File: src/rtl/mem_rmw_pkg.sv
// Shared types and sizing for the masked-write RMW controller.
// Pure declarations: no logic, no latency.
// Optional build macro MEM_RMW_FULL_SKIP_EN is consumed by mem_1r1w_rmw_ctrl.
package mem_rmw_pkg;

  localparam int DEPTH     = 48;
  localparam int ADDR_W    = 6;
  localparam int DATA_W    = 64;
  localparam int MASK_GRAN = 8;
  localparam int MASK_W    = DATA_W / MASK_GRAN;

  // Kind of operation travelling down the two-stage pipeline
  typedef enum logic {
    OP_RD = 1'b0,
    OP_WR = 1'b1
  } op_e;

  // Which requester won the most recent grant
  typedef enum logic {
    READ_LAST  = 1'b0,
    WRITE_LAST = 1'b1
  } grant_e;

  // Widen a per-lane mask into a per-bit mask
  function automatic logic [DATA_W-1:0] expand_mask(input logic [MASK_W-1:0] m);
    logic [DATA_W-1:0] r;
    r = '0;
    for (int i = 0; i < MASK_W; i++) begin
      r[i*MASK_GRAN +: MASK_GRAN] = {MASK_GRAN{m[i]}};
    end
    return r;
  endfunction

endpackage

File: src/rtl/mem_rmw_merge.sv
// Lane merge: picks forwarded or memory "old" word, overlays masked new lanes.
// Latency: purely combinational.
// Backpressure: none (no handshake).
module mem_rmw_merge
  import mem_rmw_pkg::*;
(
  input  logic [DATA_W-1:0] old_dat,
  input  logic [DATA_W-1:0] new_dat,
  input  logic [MASK_W-1:0] mask,
  input  logic              fwd_hit,
  input  logic [DATA_W-1:0] fwd_dat,
  output logic [DATA_W-1:0] merged_dat
);

  logic [DATA_W-1:0] base_dat;
  logic [DATA_W-1:0] bit_mask;

  // Forwarded data replaces the stale memory word when the previous write hit this address
  always_comb begin
    base_dat   = fwd_hit ? fwd_dat : old_dat;
    bit_mask   = expand_mask(mask);
    merged_dat = (base_dat & ~bit_mask) | (new_dat & bit_mask);
  end

endmodule

File: src/rtl/mem_1r1w_rmw_ctrl.sv
// Masked-write to read-modify-write controller in front of an unmasked 1R1W SRAM.
// Latency: R0 issued in the accept cycle, read response / W0 write one cycle later.
// Backpressure: read/write requests alternate on a shared R0 slot; responses cannot stall.
// Build option: MEM_RMW_FULL_SKIP_EN skips the memory read for all-ones write masks.
module mem_1r1w_rmw_ctrl
  import mem_rmw_pkg::*;
(
  input  logic              clk,
  input  logic              rst_n,
  input  logic              wr_valid,
  output logic              wr_ready,
  input  logic [ADDR_W-1:0] wr_addr,
  input  logic [DATA_W-1:0] wr_data,
  input  logic [MASK_W-1:0] wr_mask,
  input  logic              rd_valid,
  output logic              rd_ready,
  input  logic [ADDR_W-1:0] rd_addr,
  output logic              rd_resp_valid,
  output logic [DATA_W-1:0] rd_resp_data,
  output logic [ADDR_W-1:0] R0_addr,
  output logic              R0_en,
  input  logic [DATA_W-1:0] R0_data,
  output logic [ADDR_W-1:0] W0_addr,
  output logic              W0_en,
  output logic [DATA_W-1:0] W0_data
);

  localparam logic [ADDR_W-1:0] DEPTH_A = ADDR_W'(DEPTH);

  grant_e            last_grant_q, last_grant_d;
  logic              s2_vld_q, s2_vld_d;
  op_e               s2_op_q, s2_op_d;
  logic              s2_oor_q, s2_oor_d;
  logic [ADDR_W-1:0] s2_addr_q, s2_addr_d;
  logic [DATA_W-1:0] s2_data_q, s2_data_d;
  logic [MASK_W-1:0] s2_mask_q, s2_mask_d;
  logic              s2_fwd_hit_q, s2_fwd_hit_d;
  logic [DATA_W-1:0] s2_fwd_dat_q, s2_fwd_dat_d;
  logic [DATA_W-1:0] rd_hold_q, rd_hold_d;

  logic              wr_gnt, rd_gnt;
  logic              wr_in_range, rd_in_range;
  logic              s1_wr_live, s1_rd_mem, s1_full;
  logic [DATA_W-1:0] merged_dat;

  // Arbitration: lone requester wins, ties alternate starting with the write
  always_comb begin
    wr_gnt       = wr_valid && (!rd_valid || (last_grant_q == READ_LAST));
    rd_gnt       = rd_valid && (!wr_valid || (last_grant_q == WRITE_LAST));
    wr_ready     = wr_gnt;
    rd_ready     = rd_gnt;
    last_grant_d = last_grant_q;
    if (wr_gnt) begin
      last_grant_d = WRITE_LAST;
    end else if (rd_gnt) begin
      last_grant_d = READ_LAST;
    end
  end

  // Stage 1: decide memory read issue, capture forwarding from the write leaving stage 2
  always_comb begin
    wr_in_range  = (wr_addr < DEPTH_A);
    rd_in_range  = (rd_addr < DEPTH_A);
    s1_wr_live   = wr_gnt && wr_in_range && (|wr_mask);
    s1_rd_mem    = rd_gnt && rd_in_range;
`ifdef MEM_RMW_FULL_SKIP_EN
    s1_full      = &wr_mask;
`else
    s1_full      = 1'b0;
`endif
    R0_en        = s1_rd_mem || (s1_wr_live && !s1_full);
    R0_addr      = wr_gnt ? wr_addr : rd_addr;
    s2_fwd_hit_d = R0_en && W0_en && (W0_addr == R0_addr);
    s2_fwd_dat_d = W0_data;
    s2_vld_d     = rd_gnt || s1_wr_live;
    s2_op_d      = wr_gnt ? OP_WR : OP_RD;
    s2_oor_d     = rd_gnt && !rd_in_range;
    s2_addr_d    = R0_addr;
    s2_data_d    = wr_data;
    s2_mask_d    = wr_gnt ? wr_mask : '0;
  end

  // Reads pass a zero mask through the merge so they see the (possibly forwarded) old word
  mem_rmw_merge u_merge (
    .old_dat    (R0_data),
    .new_dat    (s2_data_q),
    .mask       (s2_mask_q),
    .fwd_hit    (s2_fwd_hit_q),
    .fwd_dat    (s2_fwd_dat_q),
    .merged_dat (merged_dat)
  );

  // Stage 2: write back merged word or return read data; response data holds between reads
  always_comb begin
    W0_en         = s2_vld_q && (s2_op_q == OP_WR);
    W0_addr       = s2_addr_q;
    W0_data       = merged_dat;
    rd_resp_valid = s2_vld_q && (s2_op_q == OP_RD);
    if (rd_resp_valid) begin
      rd_resp_data = s2_oor_q ? '0 : merged_dat;
    end else begin
      rd_resp_data = rd_hold_q;
    end
    rd_hold_d = rd_resp_data;
  end

  // Pipeline and arbitration state; reset discards any in-flight operation
  always_ff @(posedge clk or negedge rst_n) begin
    if (!rst_n) begin
      last_grant_q <= READ_LAST;
      s2_vld_q     <= 1'b0;
      s2_op_q      <= OP_RD;
      s2_oor_q     <= 1'b0;
      s2_addr_q    <= '0;
      s2_data_q    <= '0;
      s2_mask_q    <= '0;
      s2_fwd_hit_q <= 1'b0;
      s2_fwd_dat_q <= '0;
      rd_hold_q    <= '0;
    end else begin
      last_grant_q <= last_grant_d;
      s2_vld_q     <= s2_vld_d;
      s2_op_q      <= s2_op_d;
      s2_oor_q     <= s2_oor_d;
      s2_addr_q    <= s2_addr_d;
      s2_data_q    <= s2_data_d;
      s2_mask_q    <= s2_mask_d;
      s2_fwd_hit_q <= s2_fwd_hit_d;
      s2_fwd_dat_q <= s2_fwd_dat_d;
      rd_hold_q    <= rd_hold_d;
    end
  end

endmodule
File: config.mk
export PLATFORM = sky130hd
export DESIGN_NAME = mem_1r1w_rmw_ctrl
export DESIGN_NICKNAME = d
export VERILOG_FILES = /design/src/rtl/mem_rmw_pkg.sv /design/src/rtl/mem_rmw_merge.sv /design/src/rtl/mem_1r1w_rmw_ctrl.sv
export SDC_FILE = /design/constraint.sdc
export NUM_CORES = 1
export LEC_CHECK = 0
export CAP_MARGIN = 20
export CORE_MARGIN = 5
export CORE_UTILIZATION = 64
export CTS_CLUSTER_SIZE = 8
export DETAILED_ROUTE_END_ITERATION = 6
export DONT_BUFFER_PORTS = 1
export PLACE_DENSITY_LB_ADDON = 0.12
export REMOVE_ABC_BUFFERS = 1
export SLEW_MARGIN = 20
export SYNTH_ARGS = -nofsm -noshare
export SYNTH_HDL_FRONTEND = slang
export SYNTH_HIERARCHICAL = 1
export SYNTH_SLANG_ARGS = --single-unit
File: constraint.sdc
create_clock -name clk -period 2.15 [get_ports clk]
set_clock_uncertainty 0.05 [all_clocks]
set_input_delay 0.3225 -clock clk [delete_from_list [all_inputs] [get_ports clk]]
set_output_delay 0.3225 -clock clk [all_outputs]
set_load 0.005 [all_outputs]
==> flow_summary_export.csv <==
group,metric,value,unit
finish,final-seq-area,5290,um2
floorplan,die_h,123,um
detailed_routing,drc_errors,0,
place,io_buffers,0,
timing,hold_violations,211,
synth,synth_area_per_cell,11.8,um2
detailed_routing,finalWirelength,25200,um
synth,synth-seq-cells,211,
detailed_routing,drtIter0Drc,453,
floorplan,rows,41,
detailed_routing,via_per_inst,6.03,
clocking,clockRootBuffer,"clkbuf_16",
global_routing,gr-usage-all-layers,31.3,%
timing,finalHoldWorstSlack,-549,ps
worst_setup_path,crit_chain,"buf_12 -> mux2i_1 -> o21ai_1 -> nand2b_1 -> o21ai_2",
worst_setup_path,worstPathRequired,1780,ps
clocking,htreeDepth,1,
clocking,cts_tree,"yes",
timing,slew_viol_final,0,
detailed_routing,post_drt_wl_per_cell,25.1,um
timing,fin_ws,-226,ps
worst_setup_path,endpoint_kind,"primary output",
floorplan,fp.dieW,123,um
detailed_routing,drt_pass1_iterations,4,
power,clkPwrFrac,39.7,%
worst_setup_path,critPathArrivalTime,2000,ps
global_routing,grt_max_degree,212,
place,place_congestion,0.830,
clocking,clkTransAtPathRegs,50,ps
timing,fmax,421,MHz
clocking,clockBufferDepth,3,
global_routing,antenna_found_initial,1,
power,pwr-share-comb,14.6,%
timing,fin_crit,2380,ps
finish,multi_input_area,2960,um2
power,p_int,7540,uW
clocking,cts_buffers,30,
floorplan,dieArea,15000,um2
worst_setup_path,critical-path-max-stage-delay,520,ps
synth,yosys-top-cells-area,"dfrtp_1 (65%), mux2i_1 (7.9%), nand2_1 (6.2%), nand2b_1 (5.2%), o21ai_0 (4.3%)",
synth,yosysWarnings,6,
synth,yosysTopAreaCell,"dfrtp_1",
detailed_routing,ant_nets,0,
detailed_routing,route.vias.total,6045,
worst_setup_path,worst_path_max_delay_cell,"dfrtp_4",
power,ir_worst_vdd,719,uV
finish,final_nets,979,
finish,synthToLayoutAreaGrowth,31.1,%
floorplan,initial_core_util,64.8,%
flow_run,cap_viol_max_count,0,
power,switchingPower,2690,uW
timing,slew-limit-headroom,56.3,%
global_routing,grt_pass1_vias,6514,
power,p_sw_share,26.3,%
power,seqPwrFrac,45.7,%
place,hpwl,13900,um
power,power_leakage,0.00458,uW
worst_setup_path,critPathKind,"flip-flop to primary output",
clocking,hold_buffers,87,
timing,final.period_utilization,110,%
synth,synthCells,689,
worst_setup_path,crit_path_start_kind,"flip-flop",
place,place_ws,105,ps
clocking,clk_latency,520,ps
worst_setup_path,crit_fanout,26,
floorplan,floorplan.core_area,12500,um2
synth,synthesis.area,8110,um2
synth,yosysTopAreaCellShare,65.1,%
finish,final.fill_count,592,
synth,ys_types,32,
finish,drive_above_1_share,25.5,%
outcome,outcome,"finished with violations",
floorplan,io_pins,297,
outcome,violations,"hold timing, setup timing",
min_path,hold_path_class,"input port to asynchronous set/reset pin",
global_routing,grt_overflow,0,
power,powerDensity,963,nW/um2
global_routing,grt_pass1_wl,35900,um
timing,worst_slew_pin_slew,655,ps
synth,synth.yosys.seq_area_share,65.1,%
power,p_total,10200,uW
timing,rsz0062_at_grt,"yes",
clocking,cts_sinks,211,
timing,setup_viol,88,
==> power by group through the flow <==
stage	sequential [uW]	clock (uW)	combinational, uW
after floorplan	4640	0	640
after global placement	4670	0	960
after detailed placement	4690	0	1010
after CTS	4640	4060	1390
after global routing	4710	4290	1600
final	4680	4060	1500
==> registers in the layout, indices dropped and copies added (netlist names) <==
register / cells
W0_addr: 6
rd_hold_q: 64
s2_fwd_dat_q: 64
s2_oor_q: 1
s2_vld_q: 1
s2_data_q: 64
last_grant_q: 1
s2_mask_q: 8
s2_op_q: 1
s2_fwd_hit_q: 1
==> cell usage after synthesis, drive strengths merged <==
cell type  instances
mux2i             64
nor2               2
xor2               1
o211ai             1
buf               18
dfrtp            211
inv                5
or2                1
nand2b            67
mux2               6
a22o               1
o21ai            130
nand3b             1
nand4              3
and2              10
or4                2
a221oi             1
o32a               1
nor4bb             1
nand2            135
a21boi             1
nand3              1
clkbuf            20
xnor2              6
==> area by class of cell <==
cell class	count	share of cell area, %
diodes	2	0.0471
clock buffers	32	7.34
clock inverters	1	0.0706
inverters	5	0.177
multi-input cells	436	27.8
flip-flops and latches	211	49.8
well taps	172	2.03
repair buffers	143	12.7
==> worst max-delay path, delay by kind of cell, from the launching register on <==
family | cells | cell delay, ps
AO/OA/AOI/OAI | 2 | 430
AND/OR/NAND/NOR | 1 | 120
flip-flops | 1 | 520
multiplexers | 1 | 170
buffers and inverters | 1 | 200
==> worst paths after layout <==
kind | start | endpoint | slack (ps) | cells after the start
worst max-delay path | s2_fwd_hit_q | rd_resp_data[59] | -230 | 5
worst min-delay path | rst_n | s2_data_q[51] | -550 | 0
worst max register to register | last_grant_q | s2_fwd_hit_q | 120 | 4
worst min register to register | rd_hold_q[51] | rd_hold_q[51] | 430 | 2
max in group asynchronous | rst_n | s2_mask_q[7] | 2380 | 0
min in group clk | wr_addr[4] | s2_vld_q | 0 | 3
==> what timing repair did <==
action	CTS	global route
resized for setup	161	20
cloned	0	1
pin swaps	4	12
setup buffers	3	8
endpoints found under the hold margin	292	211
setup endpoints to repair	106	102
==> metal layers <==
layer  routed length (um)  vias up  track usage (%)
met3                 2780       93             12.8
met5                    0        -                0
met1                 8100     3003             33.5
met2                13200      369             55.1
met4                 1110        0             12.3
li1                     -     2580                -
==> kinds of logic after synthesis <==
group / share of synthesized area [%]
AND/OR/NAND/NOR: 13.2
buffers and inverters: 3.49
AO/OA/AOI/OAI: 8.74
flip-flops: 65.1
multiplexers: 8.74
XOR/XNOR: 0.756
==> placed cells by master (no fill, tap or decap), types with 3 or more instances in the layout <==
cell and instances:
o21ai_1 28, buf_12 4, nand2_1 134, and2_1 9, mux2i_1 61, nand4_1 3, buf_4 47, clkbuf_16 31
dfrtp_1 205, inv_1 5, mux2_2 6, dfrtp_2 5, mux2i_2 3, xnor2_1 6, dlygate4sd3_1 87, o21ai_2 100
buf_6 4, nand2b_1 66
==> stage by stage <==
step	cell area (um2)	instances	utilization, %	TNS (ps)
6_report	10600	1002	84.9	-9500
5_1_grt	10600	1001	84.9	-15490
4_1_cts	10500	991	83.8	-6540
3_5_place_dp	8460	868	67.6	0
3_3_place_gp	8460	868	67.6	0
2_1_floorplan	7840	651	-	-233070
Power figures use the tool's default switching activity.
